`config.mk`:
```
export PLATFORM = sky130hd
export DESIGN_NAME = mac_bank_sched
export DESIGN_NICKNAME = d
export VERILOG_FILES = /design/src/rtl/mac_bank_sched.sv
export SDC_FILE = /design/constraint.sdc
export NUM_CORES = 1
export LEC_CHECK = 0
export CORE_MARGIN = 5
export CORE_UTILIZATION = 55
export CTS_BUF_LIST = sky130_fd_sc_hd__clkbuf_8
export CTS_CLUSTER_SIZE = 20
export DETAILED_ROUTE_END_ITERATION = 10
export GPL_TIMING_DRIVEN = 0
export PLACE_DENSITY = 0.8
export SYNTH_ARGS = -nofsm -noshare
export SYNTH_HDL_FRONTEND = slang
export SYNTH_SLANG_ARGS = --single-unit
```
`constraint.sdc`:
```
create_clock -name clk -period 4.3 [get_ports clk]
set_input_delay 0.645 -clock clk [delete_from_list [all_inputs] [get_ports clk]]
set_output_delay 0.645 -clock clk [all_outputs]
set_load 0.005 [all_outputs]
```
`src/rtl/mac_bank_sched.sv`:
```
// rtl/mac_bank_sched.sv - scheduler and job sequencers for the shared MAC bank
//
// Purpose:
//   Arbitrates the shared MAC region between the conv engine (sel=1) and the
//   fc1 engine (sel=0). Sequences fc2 and fc3 on their private MACs. Each job
//   has the timing gnt@G, clr@G+1, done@G+len+MAC_LAT, and a zero length
//   counts as one operand cycle.
//
// Optional feature:
//   SCHED_FIXPRIO_EN - fixed priority, fc1 beats conv on a tie, no
//                      round-robin pointer. When undefined, a tie goes to
//                      whichever requester was not granted last.
//
// Ports (mac_bank_sched):
//   clk, rst_n                 clock, asynchronous active-low reset
//   conv_req/conv_layer/conv_len   conv job request, layer, operand count
//   fc1_req/fc1_len            fc1 job request (shared region)
//   fc2_req/fc2_len            fc2 job request (private MACs)
//   fc3_req/fc3_len            fc3 job request (private MACs)
//   conv_gnt..fc3_gnt          one-cycle grant pulses
//   sel                        bank mode, 1 = conv, 0 = fc1
//   conv1_clr..fc3_clr         accumulator clear pulses, with operand 0
//   conv_done..fc3_done        one-cycle pulse when the MAC outputs are valid
//   shared_busy                shared region owned, grant through done

// Ports (mac_seq):
//   clk, rst_n     clock, asynchronous active-low reset
//   i_start        start a job; only legal while o_ready
//   i_len          operand cycles for the job being started
//   o_ready        idle, or in the done cycle of the current job
//   o_done_nxt     the next cycle is the done cycle
module mac_seq #(
  parameter int LEN_W   = 10,
  parameter int MAC_LAT = 3
) (
  input  logic             clk,
  input  logic             rst_n,
  input  logic             i_start,
  input  logic [LEN_W-1:0] i_len,
  output logic             o_ready,
  output logic             o_done_nxt
);
  localparam int CNT_W = LEN_W + 4;
  localparam logic [CNT_W-1:0] LAT_C = CNT_W'(MAC_LAT);

  // r_cnt counts down from len+MAC_LAT in the grant cycle; it reaches 0 in
  // the done cycle, so ACC and DRAIN share a single counter.
  logic [CNT_W-1:0] r_cnt;
  logic             r_busy;
  logic [CNT_W-1:0] w_len_eff;

  assign w_len_eff  = (i_len == '0) ? CNT_W'(1) : CNT_W'(i_len);
  assign o_ready    = !r_busy || (r_cnt == '0);
  assign o_done_nxt = r_busy && (r_cnt == CNT_W'(1));

  always_ff @(posedge clk or negedge rst_n) begin
    if (!rst_n) begin
      r_busy <= 1'b0;
      r_cnt  <= '0;
    end else if (i_start) begin
      r_busy <= 1'b1;
      r_cnt  <= w_len_eff + LAT_C;
    end else if (r_busy) begin
      if (r_cnt == '0) r_busy <= 1'b0;
      else             r_cnt  <= r_cnt - CNT_W'(1);
    end
  end
endmodule

module mac_bank_sched #(
  parameter int LEN_W   = 10,
  parameter int MAC_LAT = 3
) (
  input  logic             clk,
  input  logic             rst_n,
  input  logic             conv_req,
  input  logic             conv_layer,
  input  logic [LEN_W-1:0] conv_len,
  input  logic             fc1_req,
  input  logic [LEN_W-1:0] fc1_len,
  input  logic             fc2_req,
  input  logic [LEN_W-1:0] fc2_len,
  input  logic             fc3_req,
  input  logic [LEN_W-1:0] fc3_len,
  output logic             conv_gnt,
  output logic             fc1_gnt,
  output logic             fc2_gnt,
  output logic             fc3_gnt,
  output logic             sel,
  output logic             conv1_clr,
  output logic             conv2_clr,
  output logic             fc1_clr,
  output logic             fc2_clr,
  output logic             fc3_clr,
  output logic             conv_done,
  output logic             fc1_done,
  output logic             fc2_done,
  output logic             fc3_done,
  output logic             shared_busy
);
  logic             w_sh_ready, w_sh_done_nxt, w_sh_start, w_pick_conv;
  logic             w_grant_conv, w_grant_fc1;
  logic [LEN_W-1:0] w_sh_len;
  logic             w_fc2_ready, w_fc2_done_nxt, w_fc2_start;
  logic             w_fc3_ready, w_fc3_done_nxt, w_fc3_start;

  logic r_conv_gnt, r_fc1_gnt, r_fc2_gnt, r_fc3_gnt;
  logic r_sel, r_conv_layer, r_shared_busy;
  logic r_conv1_clr, r_conv2_clr, r_fc1_clr, r_fc2_clr, r_fc3_clr;
  logic r_conv_done, r_fc1_done, r_fc2_done, r_fc3_done;

`ifdef SCHED_FIXPRIO_EN
  assign w_pick_conv = conv_req && !fc1_req;
`else
  // r_rr_conv=1: conv takes the next tie (conv was not granted last).
  logic r_rr_conv;
  assign w_pick_conv = conv_req && (!fc1_req || r_rr_conv);

  always_ff @(posedge clk or negedge rst_n) begin
    if (!rst_n)          r_rr_conv <= 1'b1;
    else if (w_sh_start) r_rr_conv <= !w_pick_conv;
  end
`endif

  // In the grant cycle the sequencer is already counting, so a req still
  // high during gnt cannot start a second job.
  assign w_sh_start   = w_sh_ready && (conv_req || fc1_req);
  assign w_grant_conv = w_sh_start && w_pick_conv;
  assign w_grant_fc1  = w_sh_start && !w_pick_conv;
  assign w_sh_len     = w_pick_conv ? conv_len : fc1_len;
  assign w_fc2_start  = fc2_req && w_fc2_ready;
  assign w_fc3_start  = fc3_req && w_fc3_ready;

  mac_seq #(.LEN_W(LEN_W), .MAC_LAT(MAC_LAT)) u_seq_shared (
    .clk(clk), .rst_n(rst_n), .i_start(w_sh_start), .i_len(w_sh_len),
    .o_ready(w_sh_ready), .o_done_nxt(w_sh_done_nxt)
  );

  mac_seq #(.LEN_W(LEN_W), .MAC_LAT(MAC_LAT)) u_seq_fc2 (
    .clk(clk), .rst_n(rst_n), .i_start(w_fc2_start), .i_len(fc2_len),
    .o_ready(w_fc2_ready), .o_done_nxt(w_fc2_done_nxt)
  );

  mac_seq #(.LEN_W(LEN_W), .MAC_LAT(MAC_LAT)) u_seq_fc3 (
    .clk(clk), .rst_n(rst_n), .i_start(w_fc3_start), .i_len(fc3_len),
    .o_ready(w_fc3_ready), .o_done_nxt(w_fc3_done_nxt)
  );

  always_ff @(posedge clk or negedge rst_n) begin
    if (!rst_n) begin
      r_conv_gnt    <= 1'b0;
      r_fc1_gnt     <= 1'b0;
      r_fc2_gnt     <= 1'b0;
      r_fc3_gnt     <= 1'b0;
      r_sel         <= 1'b0;
      r_conv_layer  <= 1'b0;
      r_shared_busy <= 1'b0;
      r_conv1_clr   <= 1'b0;
      r_conv2_clr   <= 1'b0;
      r_fc1_clr     <= 1'b0;
      r_fc2_clr     <= 1'b0;
      r_fc3_clr     <= 1'b0;
      r_conv_done   <= 1'b0;
      r_fc1_done    <= 1'b0;
      r_fc2_done    <= 1'b0;
      r_fc3_done    <= 1'b0;
    end else begin
      r_conv_gnt <= w_grant_conv;
      r_fc1_gnt  <= w_grant_fc1;
      r_fc2_gnt  <= w_fc2_start;
      r_fc3_gnt  <= w_fc3_start;
      if (w_sh_start)   r_sel        <= w_pick_conv;
      if (w_grant_conv) r_conv_layer <= conv_layer;
      // Busy drops after the done cycle unless a back-to-back grant lands.
      r_shared_busy <= w_sh_start || (r_shared_busy && !w_sh_ready);
      // Clears follow the grant by one cycle, aligned with operand 0.
      r_conv1_clr <= r_conv_gnt && !r_conv_layer;
      r_conv2_clr <= r_conv_gnt && r_conv_layer;
      r_fc1_clr   <= r_fc1_gnt;
      r_fc2_clr   <= r_fc2_gnt;
      r_fc3_clr   <= r_fc3_gnt;
      // r_sel still names the owner of the finishing job here; a
      // back-to-back grant only changes it one edge later.
      r_conv_done <= w_sh_done_nxt && r_sel;
      r_fc1_done  <= w_sh_done_nxt && !r_sel;
      r_fc2_done  <= w_fc2_done_nxt;
      r_fc3_done  <= w_fc3_done_nxt;
    end
  end

  assign conv_gnt    = r_conv_gnt;
  assign fc1_gnt     = r_fc1_gnt;
  assign fc2_gnt     = r_fc2_gnt;
  assign fc3_gnt     = r_fc3_gnt;
  assign sel         = r_sel;
  assign conv1_clr   = r_conv1_clr;
  assign conv2_clr   = r_conv2_clr;
  assign fc1_clr     = r_fc1_clr;
  assign fc2_clr     = r_fc2_clr;
  assign fc3_clr     = r_fc3_clr;
  assign conv_done   = r_conv_done;
  assign fc1_done    = r_fc1_done;
  assign fc2_done    = r_fc2_done;
  assign fc3_done    = r_fc3_done;
  assign shared_busy = r_shared_busy;
endmodule

```
==> flow_summary.yaml, run 1 <==
placed_design:
  place_congestion: 0.924
  numPortBuffers: 60
  dp_hpwl_um: 7970
  placed_area_um2: 4790
sta:
  post-route-period-util: 0.724
  finalClockSkew_ns: 0.0130
  rsz0062_at_grt: "false"
  fin_crit_ns: 3.11
  fmax_mhz: 321
  fin_tns_setup_ns: 0
  finalSetupViolations: 0
  finalHoldViolCount: 0
  max-slew-margin-rel: 0.414
  tightest_slew_ns: 0.879
  finalMaxSlewViolations: 0
cts:
  hold_buffers: 0
  cts_sinks: 62
  cts_setup_buffers: 0
  clockRootBuffer: "clkbuf_8"
  clk_latency_ns: 0.34
  h-tree-depth: 3
  cts-resized-gates: 0
  clk_pin_slew_ns: 0.07
  clockBufferDepth: 2
  cts_tree: "built"
  cts_inserted_buffers: 9
critical_path:
  worstPathRequired_ns: 4.54
  slowest_delay_ns: 0.45
  cp-end-kind: "flop"
  cp-start-kind: "input pin"
  arrival_ns: 3.35
  crit_buf_inv: 3
  crit_fanout: 10
  path_cells: "clkdlybuf4s50_1 -> nand2b_1 -> clkbuf_1 -> and2_1 -> clkbuf_1 -> nor2_1 -> a22o_1 -> ha_1 -> nand3b_1 -> xor2_1 -> nand2_1 -> a21oi_1 -> a311oi_1"
  crit_path_frequent_cell: "clkbuf_1"
  criticalPathCategory: "input pin to flop"
  crit_family: "buffers and inverters"
  slowest_stage: "clkdlybuf4s50_1"
final_layout:
  area_delta_synth_final_pct: 22.8
  n_antenna_cell: 0
  layout.nets: 585
  reg.largest.list: "u_seq_fc2.r_cnt: 14 flops, u_seq_fc3.r_cnt: 14 flops, u_seq_shared.r_cnt: 14 flops"
  final_cell_area_um2: 4960
  layout-drive-gt1-share: 0.0750
routing:
  via_per_inst: 6.24
  drt_drc_violations_left: 0
  drt-initial-drc-count: 294
  drt_wl_total_um: 10500
  vias: 3944
  wirelength_met1_um: 4560
  dr_wl_met2_um: 4970
  first_pass_iters: 5
  ant_nets: 0
  highest_layer: "met4"
  avgRoutedWirePerCell_um: 16.6
  wl_met3_um: 685
floorplanning:
  die_h_um: 95.7
  initial_utilization: 0.560
  rows: 31
  die_area_um2: 9160
  ios: 62
  core_um2: 7210
  fp.dieW_um: 95.7
status:
  status: "complete, no violations"
yosys:
  yosysTopAreaCellShare: 0.378
  synth.most_common_cell: "dfrtp_1"
  ys.flop_type: "dfrtp_1"
  ys_ff_latch: 62
  synth_fp_nets: 513
  yosysTopAreaCell: "dfrtp_1"
  seq_area_frac_synth: 0.384
  yosysUniqueCellTypes: 68
  synth_cells: 457
  synthArstFlopShare: 1.00
  synth_commonest_cells: "dfrtp_1 (61), nor2_1 (43), nand2_1 (40), o21ai_0 (24), nand3_1 (21)"
  synth-edff-count: 0
  ys_warn_count: 0
  syn_area_um2: 4040
  syn_avg_cell_area_um2: 8.84
  synth_area_leaders: "dfrtp_1 (38%), nor2_1 (4.0%), nand2_1 (3.7%), xnor2_1 (3.5%), xor2_1 (3.0%)"
power:
  p_sw_frac: 0.263
  ir_drop_v: 0.000179
  switchingPower_uw: 315
  power.leakage_nw: 1.97
  sequentialPowerShare: 0.494
  power.internal_uw: 880
  pwr-share-comb: 0.123
  p_clk_frac: 0.383
  power_density_nw_per_um2: 241
global_routing:
  grt_pass1_wl_um: 17500
  grt_usage: 0.240
  grt_max_degree: 39
  antenna_found_initial: 0
  grt_pass1_vias: 3723
  grt_overflow: 0
min_path:
  hold_path_class: "flop to flop"
run:
  cap_violations: 0
==> cell usage in the layout (no fill, tap or decap), types with 13 or more instances in the layout <==
master / Yosys / routed
xnor2_1: 16 / 16
nor3_1: 16 / 16
xor2_1: 14 / 14
nor4_1: 19 / 19
nor2_1: 43 / 43
nand3_1: 21 / 21
inv_1: 20 / 21
clkdlybuf4s50_1: 0 / 59
a21oi_1: 14 / 14
clkbuf_1: 13 / 13
dfrtp_1: 61 / 61
nand2_1: 40 / 40
o21ai_0: 24 / 24
==> stage by stage <==
stage | hold WS (ns) | power (mW) | utilization | cells | worst slack, ns
after global placement | 0.358 | 0.742 | 0.661 | 616 | 0.585
after detailed placement | 0.370 | 0.747 | 0.664 | 617 | 0.870
after global routing | 0.401 | 1.24 | 0.688 | 632 | 1.00
after floorplan | 0.349 | 0.660 | - | 457 | 1.77
after CTS | 0.387 | 1.20 | 0.688 | 632 | 1.20
final | 0.381 | 1.19 | 0.688 | 632 | 1.19
==> logic make-up (layout without fill, tap and decap cells) <==
family	after synthesis	in the layout	share of synthesized area
adder cells (fa/ha/maj)	9	9	0.0279
AO/OA/AOI/OAI	116	116	0.212
AND/OR/NAND/NOR	192	192	0.249
flip-flops	62	62	0.384
multiplexers	10	10	0.0251
XOR/XNOR	30	30	0.0650
buffers and inverters	38	114	0.0365
==> power groups by stage <==
stage / Sequential (mW) / Clock [mW] / Combinational [mW]
2_1_floorplan: 0.601 / 0 / 0.0591
3_3_place_gp: 0.601 / 0 / 0.140
3_5_place_dp: 0.601 / 0 / 0.145
4_1_cts: 0.590 / 0.465 / 0.147
5_1_grt: 0.590 / 0.487 / 0.162
6_report: 0.590 / 0.458 / 0.147
==> layout make-up <==
class	count	area, um2
inverter	22	83.8
timing repair buffer	61	623
sequential	62	1550
tap	99	124
clock buffer	10	138
clock inverter	5	36.3
multi-input combinational	357	2340
buffer	16	63.8
fill	584	2250
==> metal layers <==
layer  track usage  vias to the layer above
met1         0.324                     1877
met4         0.114                        0
met5             0                        -
li1              -                     1866
met2         0.378                      177
met3        0.0399                       24
==> worst paths after layout <==
| check | from | end | slack (ns) | cells past startpoint |
|---|---|---|---|---|
| setup / recovery | fc1_req | u_seq_shared.r_cnt[4] | 1.19 | 13 |
| hold / removal | fc2_gnt | fc2_clr | 0.38 | 0 |
| setup reg to reg | r_rr_conv | u_seq_shared.r_cnt[4] | 1.42 | 12 |
| hold reg to reg | fc2_gnt | fc2_clr | 0.38 | 0 |
| max in group asynchronous | rst_n | async pin | 3.26 | 2 |
| min in group asynchronous | rst_n | conv2_clr | 0.42 | 1 |
Power figures use the tool's default switching activity.
==> inputs of run 2 (changes only) <==
Clock period 4.3 ns to 3.3 ns, I/O delays scaled along.
==> results of run 2 <==
The final DEF is identical to that of run 1. Status: complete, no violations.
Among the figures that moved: setup slack after placement 0.870 ns -> 0.0196 ns; setup slack after layout 1.19 ns -> 0.337 ns; hold slack 0.381 ns -> 0.273 ns; register-to-register setup slack 1.42 ns -> 0.42 ns; total power 1.19 mW -> 1.56 mW; worst IR drop on VDD 0.000179 V -> 0.000233 V
==> inputs of run 3 (changes only) <==
Settings changed: CELL_PAD_IN_SITES_DETAIL_PLACEMENT set to 1, CELL_PAD_IN_SITES_GLOBAL_PLACEMENT set to 1, CORE_UTILIZATION 55 to 42, PLACE_DENSITY 0.8 to 0.81.
==> flow_summary.yaml, run 3 (synthesis gave the netlist of run 1 again) <==
status:
  status: "complete, no violations"
cts:
  clk_latency_ns: 0.34
  clockBufferDepth: 2
  cts_tree: "built"
  cts_setup_buffers: 0
  cts-resized-gates: 0
  h-tree-depth: 3
  hold_buffers: 0
  cts_inserted_buffers: 9
  clk_pin_slew_ns: 0.07
  cts_sinks: 62
  clockRootBuffer: "clkbuf_8"
floorplanning:
  fp.dieW_um: 108
  ios: 62
  initial_utilization: 0.433
  rows: 35
  die_h_um: 108
  core_um2: 9330
  die_area_um2: 11700
critical_path:
  path_cells: "clkdlybuf4s50_1 -> nand2b_1 -> clkbuf_1 -> and2_1 -> clkbuf_1 -> nor2_1 -> a22o_1 -> ha_1 -> nand3b_1 -> xor2_1 -> nand2_1 -> a21oi_1 -> a311oi_1"
  rrSetupSlack_ns: 0.37
  cp-start-kind: "input pin"
  crit_fanout: 10
  slowest_stage: "clkdlybuf4s50_1"
  slowest_delay_ns: 0.43
  worstRegToRegCells: 12
  reg2reg_from: "r_rr_conv"
  cp-end-kind: "flop"
  criticalPathCategory: "input pin to flop"
  crit_path_frequent_cell: "clkbuf_1"
  worstPathRequired_ns: 3.49
  r2r-end: "u_seq_shared.r_cnt[4]"
  arrival_ns: 3.17
min_path:
  hold_path_class: "input pin to async pin"
placed_design:
  placed_area_um2: 4800
  dp_slack_ns: 0.0210
  dp_hpwl_um: 9150
  numPortBuffers: 60
  place_congestion: 0.847
global_routing:
  grt_max_degree: 63
  grt_pass1_vias: 3958
  grt_overflow: 0
  antenna_found_initial: 0
  grt_pass1_wl_um: 19800
  grt_usage: 0.212
final_layout:
  layout.nets: 584
  final_core_util: 0.538
  final_cell_area_um2: 5020
  area_delta_synth_final_pct: 24.1
  final_cell_mix: "dfrtp_1 (61), clkdlybuf4s50_1 (59), nor2_1 (43)"
  final_common_cell: "dfrtp_1"
  n_antenna_cell: 0
  layout-drive-gt1-share: 0.0732
  reg.largest.list: "u_seq_fc2.r_cnt: 14 flops, u_seq_fc3.r_cnt: 14 flops, u_seq_shared.r_cnt: 14 flops"
power:
  ir_drop_v: 0.000187
  power.leakage_nw: 1.99
  power_mw: 1.70
  power_density_nw_per_um2: 339
routing:
  dr_wl_met2_um: 6070
  ant_nets: 0
  wl_met3_um: 368
  wirelength_met1_um: 5520
  drt-initial-drc-count: 169
  first_pass_iters: 4
  drt_wl_total_um: 12000
  vias: 3886
  via_per_inst: 5.87
  drt_drc_violations_left: 0
  highest_layer: "met4"
  avgRoutedWirePerCell_um: 18.2
sta:
  finalSetupViolations: 0
  rsz0062_at_grt: "false"
  post-route-period-util: 0.902
  fmax_mhz: 336
  finalClockSkew_ns: 0.00928
  finalMaxSlewViolations: 0
  fin_ws_ns: 0.322
  fin_crit_ns: 2.98
  finalHoldViolCount: 0
  max-slew-margin-rel: 0.461
  tightest_slew_ns: 0.808
  fin_tns_setup_ns: 0
run:
  cap_violations: 0
run 3: cell types whose count changed in the layout (fill, tap and decap cells not counted), sizes merged:
cell / previous run / this run
clkinv: 2 / 3
bufinv: 0 / 2
buf: 5 / 4
clkinvlp: 2 / 0
run 3: cell type report:
| type | instances | area [um2] |
|---|---|---|
| tap | 129 | 161 |
| clock buffer | 10 | 138 |
| clock inverter | 6 | 77.6 |
| sequential | 62 | 1550 |
| multi-input combinational | 357 | 2340 |
| inverter | 22 | 83.8 |
| fill | 1114 | 4310 |
| buffer | 16 | 63.8 |
| timing repair buffer | 60 | 598 |
run 3: power breakdown:
group          internal [mW]  switching (mW)  total, mW
registers              0.764         0.00534      0.770
logic                 0.0899           0.102      0.192
clock network          0.438           0.301      0.739
total                   1.29           0.409       1.70
run 3: how the worst max path moves through the flow:
stage | slack (ns) | from | endpoint | cells past startpoint
after floorplan | 0.87 | r_rr_conv | u_seq_shared.r_cnt[4] | 12
after global placement | -0.35 | rst_n | u_seq_shared.r_cnt[9] | 1
after detailed placement | 0.02 | fc1_req | u_seq_shared.r_cnt[4] | 13
after CTS | 0.35 | fc1_req | u_seq_shared.r_cnt[4] | 13
after global routing | 0.12 | fc1_req | u_seq_shared.r_cnt[4] | 13
final | 0.32 | fc1_req | u_seq_shared.r_cnt[4] | 13
run 3: critical path, delay by kind of cell:
kind | cells | cell delay [ns]
XOR/XNOR | 1 | 0.18
AO/OA/AOI/OAI | 3 | 0.54
buffers and inverters | 3 | 1.08
adder cells (fa/ha/maj) | 1 | 0.26
AND/OR/NAND/NOR | 5 | 0.62
run 3: layer usage:
| metal | up-vias | track usage |
|---|---|---|
| met5 | - | 0 |
| met4 | 0 | 0.0577 |
| met3 | 9 | 0.0346 |
| met2 | 60 | 0.361 |
| met1 | 1955 | 0.279 |
| li1 | 1862 | - |
run 3: stage by stage:
stage,std cells,hold WS (ns)
5_1_grt,662,0.302
3_5_place_dp,646,0.360
4_1_cts,662,0.267
3_3_place_gp,646,0.363
6_report,662,0.243
2_1_floorplan,457,0.199
